**src/rtl/bp_fe_pkg.sv**
```systemverilog
// rtl/bp_fe_pkg.sv - front-end fetch control command and state types
package bp_fe_pkg;

  typedef enum logic [1:0] {
    e_attaboy  = 2'd0,
    e_redirect = 2'd1,
    e_fence    = 2'd2,
    e_restart  = 2'd3
  } bp_fe_ctrl_cmd_e;

  // The fence state cannot reuse e_fence, which already names the fence command.
  typedef enum logic [1:0] {
    e_wait       = 2'd0,
    e_run        = 2'd1,
    e_miss       = 2'd2,
    e_fence_wait = 2'd3
  } bp_fe_fetch_state_e;

endpackage

```
**src/rtl/bsg_dff_reset.sv**
```systemverilog
// rtl/bsg_dff_reset.sv - register with synchronous active-high reset to zero
module bsg_dff_reset #(
  parameter int width_p = 1
) (
  input  logic               clk_i,
  input  logic               reset_i,
  input  logic [width_p-1:0] data_i,
  output logic [width_p-1:0] data_o
);

  // Clear on reset, otherwise follow the input every cycle.
  always_ff @(posedge clk_i) begin
    if (reset_i) data_o <= '0;
    else         data_o <= data_i;
  end

endmodule

```
**src/rtl/bsg_dff_reset_en.sv**
```systemverilog
// rtl/bsg_dff_reset_en.sv - enabled register with synchronous active-high reset to zero
module bsg_dff_reset_en #(
  parameter int width_p = 1
) (
  input  logic               clk_i,
  input  logic               reset_i,
  input  logic               en_i,
  input  logic [width_p-1:0] data_i,
  output logic [width_p-1:0] data_o
);

  // Clear on reset, otherwise load only when enabled.
  always_ff @(posedge clk_i) begin
    if (reset_i)   data_o <= '0;
    else if (en_i) data_o <= data_i;
  end

endmodule

```
**src/rtl/bp_fe_fetch_ctrl.sv**
```systemverilog
// rtl/bp_fe_fetch_ctrl.sv - front-end fetch controller: BE commands, miss replay, fences
module bp_fe_fetch_ctrl
  import bp_fe_pkg::*;
#(
  parameter int vaddr_width_p               = 39,
  parameter int branch_metadata_fwd_width_p = 36
) (
  input  logic                                   clk_i,
  input  logic                                   reset_i,

  input  logic                                   cmd_v_i,
  input  logic [1:0]                             cmd_type_i,
  input  logic [vaddr_width_p-1:0]               cmd_pc_i,
  input  logic                                   cmd_taken_i,
  input  logic                                   cmd_miss_i,
  input  logic                                   cmd_nonbr_i,
  input  logic [branch_metadata_fwd_width_p-1:0] cmd_br_metadata_i,
  output logic                                   cmd_yumi_o,

  output logic                                   resolve_v_o,
  output logic                                   resolve_miss_o,
  output logic                                   resolve_taken_o,
  output logic                                   resolve_nonbr_o,
  output logic [vaddr_width_p-1:0]               resolve_pc_o,
  output logic [branch_metadata_fwd_width_p-1:0] resolve_br_metadata_o,
  input  logic                                   resolve_yumi_i,

  output logic                                   next_pc_ready_o,
  input  logic                                   override_v_i,
  input  logic                                   fetch_v_i,
  input  logic [vaddr_width_p-1:0]               fetch_pc_i,

  input  logic                                   icache_ready_i,
  input  logic                                   icache_miss_i,
  input  logic                                   icache_fence_done_i,
  output logic                                   icache_fence_v_o,
  output logic                                   poison_o,

  input  logic                                   fe_queue_ready_i,
  output logic                                   fe_queue_v_o
);

  bp_fe_fetch_state_e       state_r, state_n;
  logic [1:0]               state_q;
  logic [vaddr_width_p-1:0] replay_pc_r, replay_pc_n;
  logic                     replay_pc_en;
  logic                     replay_detect;
  logic                     resolve_attaboy;
  logic                     poison_r;
  logic                     reset_r;
  logic                     quiet;
  bp_fe_ctrl_cmd_e          cmd_type;

  assign cmd_type = bp_fe_ctrl_cmd_e'(cmd_type_i);
  assign state_r  = bp_fe_fetch_state_e'(state_q);

  // Outputs stay silent while in reset and for the first cycle after it drops.
  assign quiet = reset_i | reset_r;

  bsg_dff_reset #(.width_p(2)) state_reg (
    .clk_i(clk_i), .reset_i(reset_i), .data_i(state_n), .data_o(state_q)
  );

  bsg_dff_reset_en #(.width_p(vaddr_width_p)) replay_pc_reg (
    .clk_i(clk_i), .reset_i(reset_i), .en_i(replay_pc_en),
    .data_i(replay_pc_n), .data_o(replay_pc_r)
  );

  bsg_dff_reset #(.width_p(1)) poison_reg (
    .clk_i(clk_i), .reset_i(reset_i), .data_i(poison_o), .data_o(poison_r)
  );

  // Remember that reset was high last cycle to mask the first post-reset cycle.
  always_ff @(posedge clk_i) begin
    reset_r <= reset_i;
  end

  // Command arbitration, replay/fence sequencing and next-state selection.
  always_comb begin
    state_n               = state_r;
    cmd_yumi_o            = 1'b0;
    resolve_v_o           = 1'b0;
    resolve_miss_o        = 1'b0;
    resolve_taken_o       = 1'b0;
    resolve_nonbr_o       = 1'b0;
    resolve_pc_o          = '0;
    resolve_br_metadata_o = '0;
    resolve_attaboy       = 1'b0;
    next_pc_ready_o       = 1'b0;
    icache_fence_v_o      = 1'b0;
    replay_detect         = 1'b0;
    replay_pc_en          = 1'b0;
    replay_pc_n           = fetch_pc_i;

    if (!quiet) begin
      if (state_r == e_fence_wait) begin
        if (icache_fence_done_i) state_n = e_miss;
      end else begin
        if (cmd_v_i) begin
          if (cmd_type == e_fence) begin
            cmd_yumi_o       = 1'b1;
            icache_fence_v_o = 1'b1;
            replay_pc_en     = 1'b1;
            replay_pc_n      = cmd_pc_i;
            state_n          = e_fence_wait;
          end else if (cmd_type == e_attaboy && state_r == e_wait) begin
            cmd_yumi_o = 1'b1;
          end else begin
            resolve_v_o           = 1'b1;
            resolve_pc_o          = cmd_pc_i;
            resolve_br_metadata_o = cmd_br_metadata_i;
            resolve_attaboy       = (cmd_type == e_attaboy);
            if (cmd_type == e_restart) begin
              resolve_miss_o = 1'b1;
            end else begin
              resolve_miss_o  = cmd_miss_i;
              resolve_taken_o = cmd_taken_i;
              resolve_nonbr_o = cmd_nonbr_i;
            end
            cmd_yumi_o = resolve_yumi_i;
            if (resolve_yumi_i && !resolve_attaboy) state_n = e_run;
          end
        end else if (state_r == e_miss && icache_ready_i && fe_queue_ready_i) begin
          resolve_v_o  = 1'b1;
          resolve_pc_o = replay_pc_r;
          if (resolve_yumi_i) state_n = e_run;
        end

        if (state_r == e_run) begin
          next_pc_ready_o = icache_ready_i & fe_queue_ready_i;
          // An accepted command wins over a same-cycle miss or full queue.
          if (fetch_v_i && (icache_miss_i || !fe_queue_ready_i) && !cmd_yumi_o) begin
            replay_detect = 1'b1;
            replay_pc_en  = 1'b1;
            replay_pc_n   = fetch_pc_i;
            state_n       = e_miss;
          end
        end
      end
    end
  end

  assign poison_o = ~quiet & ((resolve_v_o & resolve_yumi_i & ~resolve_attaboy)
                              | replay_detect | override_v_i);

  assign fe_queue_v_o = ~quiet & fetch_v_i & ~icache_miss_i & fe_queue_ready_i
                        & (state_r == e_run) & ~poison_r;

endmodule
```
**config.mk**
```make
export PLATFORM = sky130hd
export DESIGN_NAME = bp_fe_fetch_ctrl
export DESIGN_NICKNAME = d
export VERILOG_FILES = /design/src/rtl/bp_fe_pkg.sv /design/src/rtl/bsg_dff_reset.sv /design/src/rtl/bsg_dff_reset_en.sv /design/src/rtl/bp_fe_fetch_ctrl.sv
export SDC_FILE = /design/constraint.sdc
export NUM_CORES = 1
export LEC_CHECK = 0
export ABC_AREA = 1
export CAP_MARGIN = 20
export CORE_UTILIZATION = 38
export DETAILED_ROUTE_END_ITERATION = 7
export PLACE_DENSITY_LB_ADDON = 0.08
export SYNTH_ARGS = -nofsm -noshare
export SYNTH_HDL_FRONTEND = slang
export SYNTH_SLANG_ARGS = --single-unit
export TNS_END_PERCENT = 50
```
**constraint.sdc**
```tcl
create_clock -name clk_i -period 2.8 [get_ports clk_i]
set_clock_uncertainty 0.1 [all_clocks]
set_input_delay 0.84 -clock clk_i [delete_from_list [all_inputs] [get_ports clk_i]]
set_output_delay 0.84 -clock clk_i [all_outputs]
set_load 0.01 [all_outputs]
```
==> results.cfg <==
[layout]
fin_util_pct = 74.43
num_antenna_cells = 0
drive_gt1_share_pct = 29.46
layout_common_cells = 162 x nor2_1, 130 x nand2_1, 119 x clkdlybuf4s50_1
multi_input_area_um2 = 2399
final.fill_count = 713
nNetsFinal = 1031
syn_to_final_growth_pct = 87.33
ff_latch_area_um2 = 860.8
layout_commonest_cell = nor2_1

[min_path]
hold_start = replay_pc_reg.data_o[14]$_SDFFE_PP0P_
min_path_cells = 3
hold_class = flop to flop
holdPathEnd = replay_pc_reg.data_o[14]$_SDFFE_PP0P_

[timing]
layout_setup_ws_ns = -0.3156
final_max_slew_viol_count = 0
rsz0062_at_grt = true
finalHoldViolCount = 0
worstMarginPinSlew_ns = 0.6090
fmax_mhz = 321.0
fin_crit_ns = 3.116
slew_headroom_pct = 59.40
fin_setup_tns_ns = -6.758
setup_viol = 51
post-route-period-util_pct = 111.3

[routing]
drc = 18
vias_per_cell = 4.936
wl_per_cell_um = 14.41
wirelength_um = 14570
firstDrtPassIters = 8
num_vias = 4990
ant_nets = 0
drt-initial-drc-count = 276

[global_route]
grt_first_pass_wirelength_um = 23410
first_global_vias = 4825
grt_max_degree = 72
grt_usage_pct = 29.97
globalRoute.totalOverflow = 0
antenna_found_initial = 0

[place]
gp_congestion = 0.9163
place_ws_ns = -1.010
portBuffers = 212
hpwlAfterDp_um = 9240

[synthesis]
synth_top_area_share_pct = 24.48
synth_cell_types = 22
synth_seq_cells = 43
syn_area_per_cell_um2 = 5.607
yosysWarnings = 0
synth_area_leaders = dfxtp_1 24%, nor2_1 18%, nand2_1 15%, inv_1 9.6%, nand3b_1 8.8%
synth_cells = 627
synth-seq-area-share_pct = 24.48
synth_nets = 756
synth_top_cell_by_area = dfxtp_1
synthesis.area_um2 = 3516

[floorplanning]
die_area_um2 = 9641
coreArea_um2 = 8848
ios = 213
row_count = 34
start_util_pct = 39.73
die_x_um = 98.19
die_h_um = 98.19

[setup_path]
rr_worst_depth = 13
crit_slowest_cell = buf_2
crit_buf_inv = 7
path_cells = buf_8 > nor2_4 > buf_6 > nand2_4 > nor2_4 > nand2_4 > buf_12 > buf_12 > buf_16 > buf_4 > a211oi_2 > buf_2
regToRegSetupSlack_ns = 0.38
timing.rr.start = state_reg.data_o[1]$_SDFFE_PP0P_
crit_fanout = 5
reg2reg_to = replay_pc_reg.data_o[36]$_SDFFE_PP0P_
crit_family = buffers and inverters
cp_data_arrival_time_ns = 2.18
worstPathRequired_ns = 1.86
start_kind = input port
worstSetupPathType = input port to output port
slowest_delay_ns = 0.16
crit_path_end_kind = output port

[job]
max_cap_violations = 0

[clocking]
cts_buffer_depth = 2
cts_sinks = 43
clk_latency_ns = 0.29
cts_tree = yes
htreeDepth = 2
clock-root-buffer = clkbuf_8
cts_made_buffers = 5
clkTransAtPathRegs_ns = 0.08

[run_status]
violations = DRC, setup timing
outcome = complete, but fails checks

[pwr]
p_per_area_nw_per_um2 = 254.1
ir_worst_vdd_mv = 0.2013
p_leak_nw = 3.425
-- metrics by stage --
step           std cells  hold slack [ns]  power (mW)  cell area (um2)
3_5_place_dp         972           0.4439       1.204             6142
3_3_place_gp         972           0.4328       1.196             6142
4_1_cts             1010           0.4555       1.670             6585
2_1_floorplan        627           0.4019      0.8649             3516
5_1_grt             1011           0.5003       1.770             6586
6_report            1011           0.4708       1.674             6586
-- cell type report --
type | instances | area share (%)
Multi-Input combinational cell | 447 | 36.42
Clock inverter | 1 | 0.07599
Tap cell | 108 | 2.052
Timing Repair Buffer | 311 | 41.79
Sequential cell | 43 | 13.07
Clock buffer | 7 | 1.159
Inverter | 94 | 5.433
-- cells in the mapped netlist --
master	instances
a211oi_1	39
a21oi_1	4
buf_1	3
buf_2	19
buf_4	3
buf_6	2
clkbuf_1	16
dfxtp_1	43
inv_1	90
inv_2	4
nand2_1	140
nand2_2	2
nand3_1	4
nand3_2	2
nand3b_1	41
nand4_1	1
nor2_1	166
nor2_4	3
nor3_1	4
o21ai_0	39
o21ai_1	1
or2_4	1
-- worst max-delay path by stage --
stage | end | slack [ns] | cells past startpoint | from
after detailed placement | resolve_pc_o[8] | -1.01 | 9 | fe_queue_ready_i
after global placement | poison_o | -0.93 | 11 | fe_queue_ready_i
after floorplan | resolve_pc_o[0] | 0.06 | 7 | icache_ready_i
final | resolve_pc_o[4] | -0.32 | 12 | reset_i
after CTS | resolve_pc_o[20] | -0.29 | 12 | reset_i
after global routing | resolve_pc_o[20] | -0.39 | 12 | reset_i
-- state kept, by name (all words and copies together) (netlist names) --
register              flops
reset_r                   1
state_reg.data_o          2
replay_pc_reg.data_o     39
poison_reg.data_o         1
-- kinds of logic (layout without fill, tap and decap cells) --
logic type	after synthesis	count (layout)	synth area share, %
and+or+nand+nor	364	364	44.88
buffers and inverters	137	413	16.05
AOI/OAI and AO/OA	83	83	14.59
DFF	43	43	24.48
-- where the power goes --
group          internal [mW]  total (mW)  switching [mW]
Sequential             0.630       0.642          0.0117
Clock                  0.175       0.380           0.205
Combinational          0.363       0.652           0.289
-- routing by layer --
metal / global-route usage [%] / vias up / share of wire, %
met5: 0 / - / 0
met4: 13.55 / 0 / 3.5
met3: 4.438 / 40 / 6.1
met2: 53.85 / 209 / 50
met1: 35.10 / 2257 / 41
li1: - / 2484 / -
-- worst min-delay path, cell delays in order (launching register included) --
cell,delay (ns)
dfxtp_1,0.33
nand3b_1,0.10
nand2_1,0.04
nor2_1,0.07
-- what timing repair did --
| item | in CTS | in global routing |
|---|---|---|
| pin swaps | 13 | 9 |
| setup buffers | 24 | 5 |
| resized for setup | 437 | 19 |
| setup endpoints to repair | 121 | 83 |
| cloned | 7 | 0 |
| hold buffers | 0 | 0 |
No activity file was read; power rests on OpenSTA's default activity.
